[src/rtl/store_port_arbiter.sv]
// rtl/store_port_arbiter.sv - round-robin store port arbiter with urgent override toward the D$ write port
module store_port_arbiter #(
    parameter int NR_PORTS = 2,
    parameter int PLEN     = 56,
    parameter int XLEN     = 64
) (
    input  logic                       clk_i,
    input  logic                       rst_i,
    input  logic [NR_PORTS-1:0]        req_i,
    input  logic [NR_PORTS-1:0]        urgent_i,
    input  logic [NR_PORTS*PLEN-1:0]   addr_i,
    input  logic [NR_PORTS*XLEN-1:0]   data_i,
    input  logic [NR_PORTS*XLEN/8-1:0] be_i,
    input  logic [NR_PORTS*2-1:0]      size_i,
    output logic [NR_PORTS-1:0]        gnt_o,
    output logic                       req_o,
    output logic [PLEN-1:0]            addr_o,
    output logic [XLEN-1:0]            data_o,
    output logic [XLEN/8-1:0]          be_o,
    output logic [1:0]                 size_o,
    input  logic                       gnt_i,
    output logic                       busy_o,
    output logic [$clog2(NR_PORTS)-1:0] idx_o
);

    localparam int BEW   = XLEN / 8;
    localparam int IDX_W = $clog2(NR_PORTS);

    typedef enum logic {IDLE, WAIT_GNT} state_t;

    state_t                state_q;
    logic [IDX_W-1:0]      rr_q;
    logic [IDX_W-1:0]      idx_q;
    logic                  granting;
    logic [NR_PORTS-1:0]   owner_oh;
    logic [NR_PORTS-1:0]   eligible;
    logic [NR_PORTS-1:0]   urgent_elig;
    logic [NR_PORTS-1:0]   consider;
    logic                  found;
    logic [IDX_W-1:0]      winner;
    logic [IDX_W-1:0]      rr_next;
    logic [PLEN-1:0]       addr_sel;
    logic [XLEN-1:0]       data_sel;
    logic [BEW-1:0]        be_sel;
    logic [1:0]            size_sel;

    assign granting    = (state_q == WAIT_GNT) && gnt_i;
    assign owner_oh    = {{(NR_PORTS-1){1'b0}}, 1'b1} << idx_q;
    // The owner being granted this cycle must not immediately win again.
    assign eligible    = req_i & ~(granting ? owner_oh : {NR_PORTS{1'b0}});
    assign urgent_elig = eligible & urgent_i;
    assign consider    = (|urgent_elig) ? urgent_elig : eligible;
    assign rr_next     = (idx_q == IDX_W'(NR_PORTS - 1)) ? '0 : idx_q + 1'b1;

    always_comb begin
        found  = 1'b0;
        winner = '0;
        for (int i = 0; i < NR_PORTS; i++) begin
            int               cand;
            logic [IDX_W-1:0] cand_idx;
            cand = int'(rr_q) + i;
            if (cand >= NR_PORTS) begin
                cand = cand - NR_PORTS;
            end
            cand_idx = IDX_W'(cand);
            if (!found && consider[cand_idx]) begin
                found  = 1'b1;
                winner = cand_idx;
            end
        end
    end

    always_comb begin
        addr_sel = '0;
        data_sel = '0;
        be_sel   = '0;
        size_sel = '0;
        for (int k = 0; k < NR_PORTS; k++) begin
            if (winner == IDX_W'(k)) begin
                addr_sel = addr_i[k*PLEN +: PLEN];
                data_sel = data_i[k*XLEN +: XLEN];
                be_sel   = be_i[k*BEW +: BEW];
                size_sel = size_i[k*2 +: 2];
            end
        end
    end

    always_ff @(posedge clk_i) begin
        if (rst_i) begin
            state_q <= IDLE;
            rr_q    <= '0;
            idx_q   <= '0;
            addr_o  <= '0;
            data_o  <= '0;
            be_o    <= '0;
            size_o  <= '0;
        end else begin
            case (state_q)
                IDLE: begin
                    if (found) begin
                        addr_o  <= addr_sel;
                        data_o  <= data_sel;
                        be_o    <= be_sel;
                        size_o  <= size_sel;
                        idx_q   <= winner;
                        state_q <= WAIT_GNT;
                    end
                end
                WAIT_GNT: begin
                    if (gnt_i) begin
                        rr_q <= rr_next;
                        if (found) begin
                            addr_o <= addr_sel;
                            data_o <= data_sel;
                            be_o   <= be_sel;
                            size_o <= size_sel;
                            idx_q  <= winner;
                        end else begin
                            state_q <= IDLE;
                        end
                    end
                end
                default: state_q <= IDLE;
            endcase
        end
    end

    // Reset in the same cycle as gnt_i abandons the request, so no pulse escapes.
    assign gnt_o  = (granting && !rst_i) ? owner_oh : {NR_PORTS{1'b0}};
    assign req_o  = (state_q == WAIT_GNT);
    assign busy_o = (state_q == WAIT_GNT);
    assign idx_o  = idx_q;

endmodule

[config.mk]
export PLATFORM = sky130hd
export DESIGN_NAME = store_port_arbiter
export DESIGN_NICKNAME = d
export VERILOG_FILES = /design/src/rtl/store_port_arbiter.sv
export SDC_FILE = /design/constraint.sdc
export NUM_CORES = 1
export LEC_CHECK = 0
export BUFFER_PORTS_ARGS = -buffer_cell sky130_fd_sc_hd__buf_4
export CORE_AREA = 2 2 155 157
export DETAILED_ROUTE_END_ITERATION = 10
export DIE_AREA = 0 0 157 159
export GPL_ROUTABILITY_DRIVEN = 1
export GPL_TIMING_DRIVEN = 0
export SLEW_MARGIN = 20
export SYNTH_ARGS = -nofsm -noshare
export SYNTH_HDL_FRONTEND = slang
export SYNTH_SLANG_ARGS = --single-unit
[constraint.sdc]
create_clock -name clk_i -period 4.2 [get_ports clk_i]
set_input_delay 0.21 -clock clk_i [delete_from_list [all_inputs] [get_ports clk_i]]
set_output_delay 0.21 -clock clk_i [all_outputs]
set_load 0.05 [all_outputs]
==> key figures, run 1 <==
STA
  – Skew final: ~0.013 ns
  – Hold WS: 0.0171 ns
  – Max transition margin: 43.7%
  – Hold Vio Cnt, Final: 0
  – Tcrit/Tclk final: 57.2%
  – Crit path time final: 2.40 ns
  – RSZ-0062 raised after global routing: false
  – Worst Tran Pin Value: 0.845 ns
  – FMAX: roughly 420 MHz
  – Max-slew violations: 0
  – Final setup fails: 0
  – Setup TNS: 0 ns
  – Worst setup slack after layout: about 1.8 ns

Power
  – Clk pwr share: 34.5%
  – VDD IR max: 227 µV
  – Internal power: roughly 2.8 mW
  – LEAKAGE: 4.60 nW
  – Power share of the combinational group: 32.8%
  – PwrDens: 412 nW/µm²
  – Sw Share: 37.2%
  – Switch Pwr: 1.67 mW
  – Seq pwr share: 32.7%

Worst setup path
  – Crit-path cells: nand2_1 -> o2111ai_2 -> clkbuf_1 -> clkbuf_1 -> nand4_1 -> o221ai_2
  – Crit path capture type: flip-flop
  – Crit path max fanout: 10
  – Setup crit start kind: flip-flop
  – Crit-path slowest cell: clkbuf_1
  – Arr. time, crit path: 2.75 ns
  – CP Data Required Time: roughly 4.6 ns
  – Critical path type: flip-flop to flip-flop
  – Slowest cell delay on critical path: around 0.63 ns
  – Most used cell, CP: clkbuf_1

Global route
  – Global Route met1 Usage: between 20% and 30%
  – Initial antenna violation count: 1
  – Grt peak-use layer: met2
  – Grt total ovfl: 0
  – Met3 usage: approximately 7.4%
  – Total Routing Usage GR: 22.3%
  – Met2 Resource Use GR: 38.9%
  – Vias in the first global route: ~7500
  – First-pass GRT wire length: 42800 µm
  – Maximum number of pins on one net before global-route repair: 17

Place
  – DP Cell Count: approximately 1500
  – Dpl hpwl: about 21000 µm
  – Placement Setup Slack: 1.76 ns
  – Routability cong.: approximately 0.81
  – I/O Buffers: 401

Synthesis
  – Avg Cell Area, Syn: 8.98 µm²
  – Seq cells post-synth: 133
  – Count of cell types in the netlist: 28
  – Cell area after synthesis: 6880 µm²
  – Syn nets: 1033
  – Syn Inst Count: 766
  – Syn. warnings: 0
  – Sequential area share after synthesis: 38.7%

Finish
  – Final std cells w/o fill: 1519
  – Fillers: 2353
  – End-of-flow core utilization: 46.9%
  – Synthesis-to-layout area growth: 58.2%
  – Final Net Count: 1453
  – Share of layout cells above drive strength 1: 49.4%

Die
  – Cell Rows: 56
  – Core Box Area: about 23000 µm²
  – Die ar.: 25000 µm²
  – Initial Utilization: between 20 and 30%
  – I/O pins: 402
  – Die Span X: 157 µm
  – Die height: 159 µm

Detailed routing
  – DRT iter0 DRCs: 397
  – Total number of vias: 7460
  – Via density per instance: 4.91
  – Drt pass-1 iters: 5
  – Post-route ant nets: 0
  – WL/cell: 18.6 µm
  – # DRC: 0
  – Final WL: 28200 µm

Clock network
  – Hold Buf Count CTS: 0
  – Post_cts resized: 0
  – H-tree levels: 4
  – Clock Sinks: about 130
  – Root Buffer: clkbuf_16
  – Clock latency on the worst-skew pair: 0.43 ns
  – TritonCTS Buffers: 17
  – Clock transition at path regs: 0.06 ns
  – Post-CTS Setup Inserts: 0
  – TritonCTS clock tree: yes
  – CTS Buffer Depth: 2

Flow run
  – # Max-Cap Violations: 0

Status
  – Status: completed

Min path
  – Hold Crit Class: input pin to flip-flop
## cells by family (layout without fill, tap and decap cells)
group                  count (synthesis)  count (layout)  share of synthesized area [%]
DFF                                  133             133                           38.7
AOI/OAI and AO/OA                    140             140                           27.0
buffers and inverters                220             653                           14.3
other                                  0               1                              0
and+or+nand+nor                      273             273                           19.9
## final timing paths
path | slack (ns) | end | startpoint | depth (start not counted)
worst max register to register | 1.80 | addr_o[47] | busy_o | 6
worst min register to register | 0.50 | rr_q | rr_q | 2
worst max-delay path | 1.80 | addr_o[47] | busy_o | 6
worst min-delay path | 0.02 | idx_o | rst_i | 2
## routing by layer
metal | share of wire, % | vias to the layer above | routed length (µm)
met5 | 0 | - | 0
li1 | - | 3627 | -
met4 | 2.4 | 0 | 684
met3 | 8.6 | 42 | 2430
met1 | 39 | 3483 | 11100
met2 | 50 | 308 | 14000
## cell type report
class	instances	area (µm²)	share of cell area (%)
diodes	1	2.50	0.0230
plain buffers	87	488	4.48
clock buffers	20	447	4.10
clock inverters	12	143	1.31
inverters	133	499	4.59
multi-input cells	413	3230	29.7
flip-flops and latches	133	2660	24.5
well taps	319	399	3.67
repair buffers	401	3010	27.7
## cell usage in the layout, fill, tap and decap left out, drive strengths merged, types with 2 or more instances in the layout
cell type / instances
a21oi: 3
and2: 2
bufinv: 2
nor2: 2
inv: 138
clkinvlp: 4
buf: 457
clkbuf: 51
nand4: 130
dfxtp: 133
nand2: 133
o21ai: 2
o221ai: 130
## registers in the layout, indices dropped and copies added, names as in the netlist
register,cells
idx_o,1
be_o,8
busy_o,1
addr_o,56
size_o,2
rr_q,1
data_o,64
## critical path: cells and delay by family, from the launching register on
family,cells,cell delay [ns]
buf+inv,2,1.13
flops,1,0.50
compound gates,2,0.29
simple gates,2,0.41
## cells in the mapped netlist, drive strengths merged
library cell	number	area, µm²
a21oi	3	15.0
a21bo	1	10.0
and2	2	12.5
o31ai	1	7.51
nor2b	1	6.26
clkbuf	31	118
nand4	130	813
inv	133	499
a221oi	1	26.3
nand2	133	499
nand3	1	5.00
o221ai	130	1760
nor3b	1	7.51
o21ai	2	13.8
nor2	2	7.51
nor3	1	5.00
buf	56	370
dfxtp	133	2660
nand3b	1	7.51
o2111ai	1	15.0
nand2b	1	6.26
a22o	1	8.76
## through the flow
| step | cell area [µm²] | total power [mW] |
|---|---|---|
| floorplan | 6880 | 2.41 |
| global placement | 10300 | 2.97 |
| detailed placement | 10300 | 2.98 |
| CTS | 10900 | 4.52 |
| global route | 10900 | 4.68 |
| finish | 10900 | 4.48 |
## power groups by stage
stage / Clock, mW / Combinational, mW / Sequential (mW)
floorplan: 0 / 0.460 / 1.95
CTS: 1.57 / 1.48 / 1.47
global placement: 0 / 1.47 / 1.49
finish: 1.55 / 1.47 / 1.47
global route: 1.63 / 1.56 / 1.48
detailed placement: 0 / 1.48 / 1.50
No activity file was read; power rests on OpenSTA's default activity.
==> run 2: changes to the inputs <==
Settings changed: ABC_AREA set to 1, CORE_AREA 2 2 155 157 to 2 2 156 158, DIE_AREA 0 0 157 159 to 0 0 158 160.
Clock period 4.2 ns to 2.38 ns, I/O delays scaled along.
==> key figures, run 2 <==
Die
  – Cell Rows: 57
  – Die Span X: between 150 and 200 µm
  – I/O pins: 402
  – Initial Utilization: between 30 and 40%
  – Die ar.: 25300 µm²
  – Die height: 160 µm
  – Core Box Area: 23800 µm²

STA
  – Max-slew violations: 0
  – Hold Vio Cnt, Final: 0
  – Crit path time final: roughly 2.1 ns
  – Tcrit/Tclk final: roughly nine tenths
  – Worst Tran Pin Value: roughly 0.56 ns
  – RSZ-0062 raised after global routing: false
  – Max transition margin: 62.4%
  – Worst setup slack after layout: 0.249 ns
  – Final setup fails: 0
  – Skew final: roughly 0.010 ns
  – Setup TNS: 0 ns
  – FMAX: about 470 MHz

Status
  – Status: completed

Finish
  – Largest reg by FF count: data_o
  – Final Net Count: approximately 1900
  – Largest register FFs: 64
  – Largest registers: data_o (64), addr_o (56), be_o (8)
  – Fillers: 2517
  – Most frequent cells in the layout: buf_4 (402), inv_1 (268), nand2_1 (266), nand3_1 (262), dfxtp_1 (133)
  – Synthesis-to-layout area growth: 66.0%
  – Most common cell after layout, fill and taps aside: buf_4
  – Final std cells w/o fill: 1991
  – End-of-flow core utilization: 50.8%
  – Share of layout cells above drive strength 1: a little over 30%
  – Antenna Diode Count: 0

Clock network
  – TritonCTS Buffers: 17
  – Root Buffer: clkbuf_16
  – H-tree levels: 4
  – Post_cts resized: 0
  – Post-CTS Setup Inserts: 0
  – Clock latency on the worst-skew pair: 0.42 ns
  – TritonCTS clock tree: yes
  – CTS Buffer Depth: 2
  – Clock transition at path regs: 0.06 ns
  – Hold Buf Count CTS: 72
  – Clock Sinks: 133

Power
  – Power share of the combinational group: 36.0%
  – PwrDens: about 740 nW/µm²
  – Internal power: 5.74 mW
  – LEAKAGE: 6.81 nW
  – Seq pwr share: slightly below 30%
  – Sw Share: 35.9%
  – Switch Pwr: 3.21 mW
  – Clk pwr share: between 30 and 40%
  – VDD IR max: 395 µV

Synthesis
  – Portion of netlist area occupied by mux cells: 0%
  – Async SR Flop Fraction: 0%
  – Largest family of logic cells by synthesized area: simple AND/OR/NAND/NOR gates
  – Most frequent cell after synthesis: inv_1
  – Synth top area share: a little over a third
  – Top post-synthesis cells by area: dfxtp_1 (37%), nand3_1 (18%), inv_1 (14%)
  – Compound-Gate Fraction of Synth Area: 9.13%
  – Count of cell types in the netlist: 19
  – Number of synthesized flops with an enable pin: 0
  – Avg Cell Area, Syn: 6.26 µm²
  – Top cells by count, synth: inv_1 (268), nand2_1 (266), nand3_1 (262), dfxtp_1 (133), a21oi_1 (132)
  – Cell area after synthesis: around 7300 µm²
  – Top FF cell, synth: dfxtp_1
  – Sequential area share after synthesis: around 37%
  – Fraction of synthesized cell area in xor and xnor cells: 0%
  – Synth Area in Simple Gates: 33.1%
  – Adder-cell area share of the yosys netlist: 0%
  – Syn. warnings: 0
  – Seq cells post-synth: 133
  – Cell taking the most area after synthesis: dfxtp_1
  – Syn Inst Count: 1165
  – Syn nets: 1432

Worst setup path
  – CP delay by family, top: buffers and inverters
  – Arr. time, crit path: around 2.5 ns
  – Crit-path slowest cell: dfxtp_1
  – Critical path type: flip-flop to flip-flop
  – Crit path capture type: flip-flop
  – Crit path max fanout: 10
  – Setup crit start kind: flip-flop
  – Crit-path cells: nand3_1 -> nand3_2 -> nand2_4 -> inv_2 -> buf_2 -> buf_2 -> nand3_1 -> nand3_1 -> nand2_1 -> inv_1
  – Slowest cell delay on critical path: around 0.50 ns
  – FF-to-FF path depth: 10
  – Worst path depth: 10
  – CP Data Required Time: ~2.7 ns
  – Buf+Inv Stages, Crit Path: 4
  – Most used cell, CP: nand3_1

Detailed routing
  – DRT iter0 DRCs: approximately 480
  – Drt pass-1 iters: 5
  – Via density per instance: about 4.5
  – Final WL: between 20000 and 30000 µm
  – Post-route ant nets: 0
  – Total number of vias: 8889
  – # DRC: 0
  – WL/cell: roughly 14 µm

Place
  – Dpl hpwl: about 22000 µm
  – I/O Buffers: 400
  – Routability cong.: 0.965
  – Placement Setup Slack: 0.272 ns
  – DP Cell Count: 1889

Flow run
  – # Max-Cap Violations: 0

Global route
  – Grt total ovfl: 0
  – Maximum number of pins on one net before global-route repair: 17
  – First-pass GRT wire length: roughly 42000 µm
  – Initial antenna violation count: 2
  – Total Routing Usage GR: 21.7%
  – Vias in the first global route: 8352

Min path
  – Hold Crit Class: input pin to flip-flop
  – WHS Path Cells: 5
-- run 2: cell types whose count changed in the layout (fill, tap and decap cells not counted), sizes merged, moves of 8 or more --
cell	change
nand3	+263
nand2	+137
inv	+134
nand4	-130
o221ai	-130
a21oi	+129
dlygate4sd3	+72
clkbuf	-12
buf	+8
-- run 2: logic make-up (layout without fill, tap and decap cells) --
logic type      count (synthesis)  count (layout)
simple gates                  542             542
flops                         133             133
buf+inv                       357             859
compound gates                133             133
-- run 2: layout make-up --
type / count / area (µm²) / share of cell area, %
sequential: 133 / 2660 / 22.0
tap: 324 / 405 / 3.35
clock inverter: 12 / 253 / 2.09
clock buffer: 18 / 429 / 3.55
inverter: 271 / 1020 / 8.40
timing repair buffer: 472 / 3720 / 30.8
multi-input combinational: 675 / 3080 / 25.4
buffer: 86 / 536 / 4.42
-- run 2: path summary, 6_finish.rpt --
| path | startpoint | end | slack [ns] |
|---|---|---|---|
| worst max-delay path | busy_o | addr_o[36] | 0.25 |
| worst min register to register | rr_q | rr_q | 0.47 |
| worst min-delay path | data_i[32] | data_o[32] | 0.01 |
| worst max register to register | busy_o | addr_o[36] | 0.25 |
-- run 2: routing by layer --
layer | GRT usage, % | share of wire [%] | vias to the layer above
met3 | 6.87 | 8.4 | 51
met4 | 8.11 | 3.2 | 0
met1 | 23.2 | 39 | 3947
met2 | 39.4 | 49 | 341
met5 | 0 | 0 | -
li1 | - | - | 4550
-- run 2: stage by stage --
step,hold WS [ns],instance area [µm²],total power [mW]
finish,0.0124,12100,8.95
global route,0.0143,12100,9.38
global placement,0.403,10700,5.81
detailed placement,0.407,10700,5.82
CTS,0.0000498,12100,9.03
floorplan,0.310,7290,4.67
-- run 2: power groups by stage --
stage	registers (mW)	clock network, mW	logic, mW
global route	2.68	3.24	3.46
finish	2.64	3.08	3.23
global placement	2.68	0	3.13
detailed placement	2.69	0	3.13
CTS	2.65	3.15	3.24
floorplan	3.59	0	1.08
-- run 2: tightest hold or removal path, delay by kind of cell --
family        cells  cell delay [ns]
simple gates      3             0.17
buf+inv           2             0.12
==> run 3: changes to the inputs <==
Settings changed: CTS_BUF_LIST set to sky130_fd_sc_hd__clkbuf_16, SETUP_SLACK_MARGIN set to 0.02.
==> key figures, run 3 (same netlist as run 2, synthesis figures left out) <==
Clock network
  – TritonCTS Buffers: 17
  – Clock Sinks: 133
  – CTS Buffer Depth: 2
  – Clock transition at path regs: 0.06 ns
  – TritonCTS clock tree: yes
  – H-tree levels: 4
  – Root Buffer: clkbuf_16
  – Clock latency on the worst-skew pair: around 0.42 ns
  – Post_cts resized: 0

Detailed routing
  – Drt pass-1 iters: 6
  – Post-route ant nets: 0
  – DRT iter0 DRCs: between 400 and 500
  – Via density per instance: 4.48
  – WL/cell: around 14 µm
  – # DRC: 0
  – Final WL: roughly 29000 µm
  – Total number of vias: 8912

Die
  – Cell Rows: 57
  – Die Span X: 158 µm
  – Core Box Area: around 24000 µm²
  – Die ar.: 25300 µm²
  – I/O pins: around 400
  – Die height: 160 µm
  – Initial Utilization: 30.6%

Min path
  – WHS Path Cells: 5
  – Worst Hold End: data_o[32]
  – HP Start: data_i[32]
  – Hold Crit Class: input pin to flip-flop

STA
  – Tcrit/Tclk final: 89.9%
  – Skew final: 0.0103 ns
  – Max transition margin: slightly above 60%
  – FMAX: 467 MHz
  – Max-slew violations: 0
  – Final setup fails: 0
  – RSZ-0062 raised after global routing: false
  – Hold WS: 0.0127 ns
  – Worst Tran Pin Value: 0.565 ns
  – Setup TNS: 0 ns
  – Hold Vio Cnt, Final: 0
  – Crit path time final: 2.14 ns

Power
  – LEAKAGE: 6.81 nW
  – Final Power: 8.94 mW
  – Internal power: between 5 and 6 mW
  – Clk pwr share: 34.4%
  – Sw Share: approximately 36%
  – VDD IR max: 394 µV
  – Seq pwr share: 29.6%
  – Switch Pwr: 3.21 mW
  – PwrDens: 739 nW/µm²
  – Power share of the combinational group: 36.1%

Worst setup path
  – R2r endpoint: addr_o[36]
  – Reg2reg start: busy_o
  – CP Data Required Time: 2.74 ns
  – FF-to-FF path depth: 10
  – CP delay by family, top: buffers and inverters
  – Slowest cell delay on critical path: 0.50 ns
  – Crit path capture type: flip-flop
  – Buf+Inv Stages, Crit Path: 4
  – Crit-path cells: nand3_1 -> nand3_2 -> nand2_4 -> inv_2 -> buf_2 -> buf_2 -> nand3_1 -> nand3_1 -> nand2_1 -> inv_1
  – Most used cell, CP: nand3_1
  – Arr. time, crit path: 2.50 ns
  – Crit path max fanout: 10
  – Setup crit start kind: flip-flop
  – Critical path type: flip-flop to flip-flop
  – Reg2Reg Setup Slack: 0.24 ns
  – Crit-path slowest cell: dfxtp_1

Finish
  – Largest registers: data_o (64), addr_o (56), be_o (8)
  – Most frequent cells in the layout: buf_4 (402), inv_1 (269), nand2_1 (266), nand3_1 (262), dfxtp_1 (133)
  – Largest register FFs: 64
  – Largest reg by FF count: data_o
  – End-of-flow core utilization: between 50% and 60%
  – Share of layout cells above drive strength 1: 30.2%
  – Antenna Diode Count: 0
  – Final Net Count: 1923
  – Most common cell after layout, fill and taps aside: buf_4
  – Synthesis-to-layout area growth: 66.0%
  – Final std cells w/o fill: roughly 2000

Place
  – Routability cong.: 0.965
  – I/O Buffers: 400
  – Dpl hpwl: roughly 22000 µm
  – DP Cell Count: roughly 1900

Flow run
  – # Max-Cap Violations: 0

Global route
  – Initial antenna violation count: 2
  – Total Routing Usage GR: 21.7%
  – Maximum number of pins on one net before global-route repair: 17
  – Grt total ovfl: 0
  – Met2 Resource Use GR: slightly below 40%
  – Grt peak-use layer: met2
  – Met3 usage: 6.87%
  – Vias in the first global route: 8352
  – Global Route met1 Usage: 23.2%
  – First-pass GRT wire length: 42500 µm

Status
  – Status: completed
[run 3: area by class of cell]
class                      count  area, µm²
clock buffer                  17        425
clock inverter                13        256
sequential                   133       2660
timing repair buffer         472       3720
inverter                     271       1020
tap                          324        405
fill                        2517      11700
buffer                        86        536
multi-input combinational    675       3080
[run 3: how the worst max path moves through the flow]
stage / start / endpoint / slack, ns / depth (start not counted)
2_1_floorplan: busy_o / addr_o[10] / 0.54 / 11
3_3_place_gp: busy_o / addr_o[36] / 0.30 / 10
3_5_place_dp: busy_o / addr_o[36] / 0.27 / 10
4_1_cts: busy_o / addr_o[36] / 0.24 / 10
5_1_grt: busy_o / addr_o[40] / 0.05 / 10
6_report: busy_o / addr_o[36] / 0.24 / 10
[run 3: power by group through the flow]
stage	registers (mW)	clock network (mW)	logic, mW
after floorplan	3.59	0	1.08
after global placement	2.68	0	3.13
after detailed placement	2.69	0	3.13
after CTS	2.65	3.15	3.24
after global routing	2.68	3.24	3.46
final	2.64	3.08	3.23
[run 3: routing by layer]
| metal | routed length, µm | share of wire, % | vias to the layer above |
|---|---|---|---|
| li1 | - | - | 4549 |
| met5 | 0 | 0 | - |
| met1 | 11200 | 39 | 3963 |
| met3 | 2490 | 8.6 | 51 |
| met4 | 921 | 3.2 | 0 |
| met2 | 14200 | 49 | 349 |
[run 3: timing repair]
action	CTS	global route
endpoints found under the hold margin	72	0
setup buffers	0	0
hold buffers	72	0
[run 3: worst reg2reg max path, delay by kind of cell, from the launching register on]
kind                   cells  cell delay, ns
DFF                        1            0.50
buffers and inverters      4            0.90
and+or+nand+nor            6            0.70
[run 3: stage by stage]
stage	instance area, µm²	worst slack, ns
after floorplan	7290	0.535
after global placement	10700	0.295
after detailed placement	10700	0.272
after CTS	12100	0.243
after global routing	12100	0.0486
final	12100	0.239
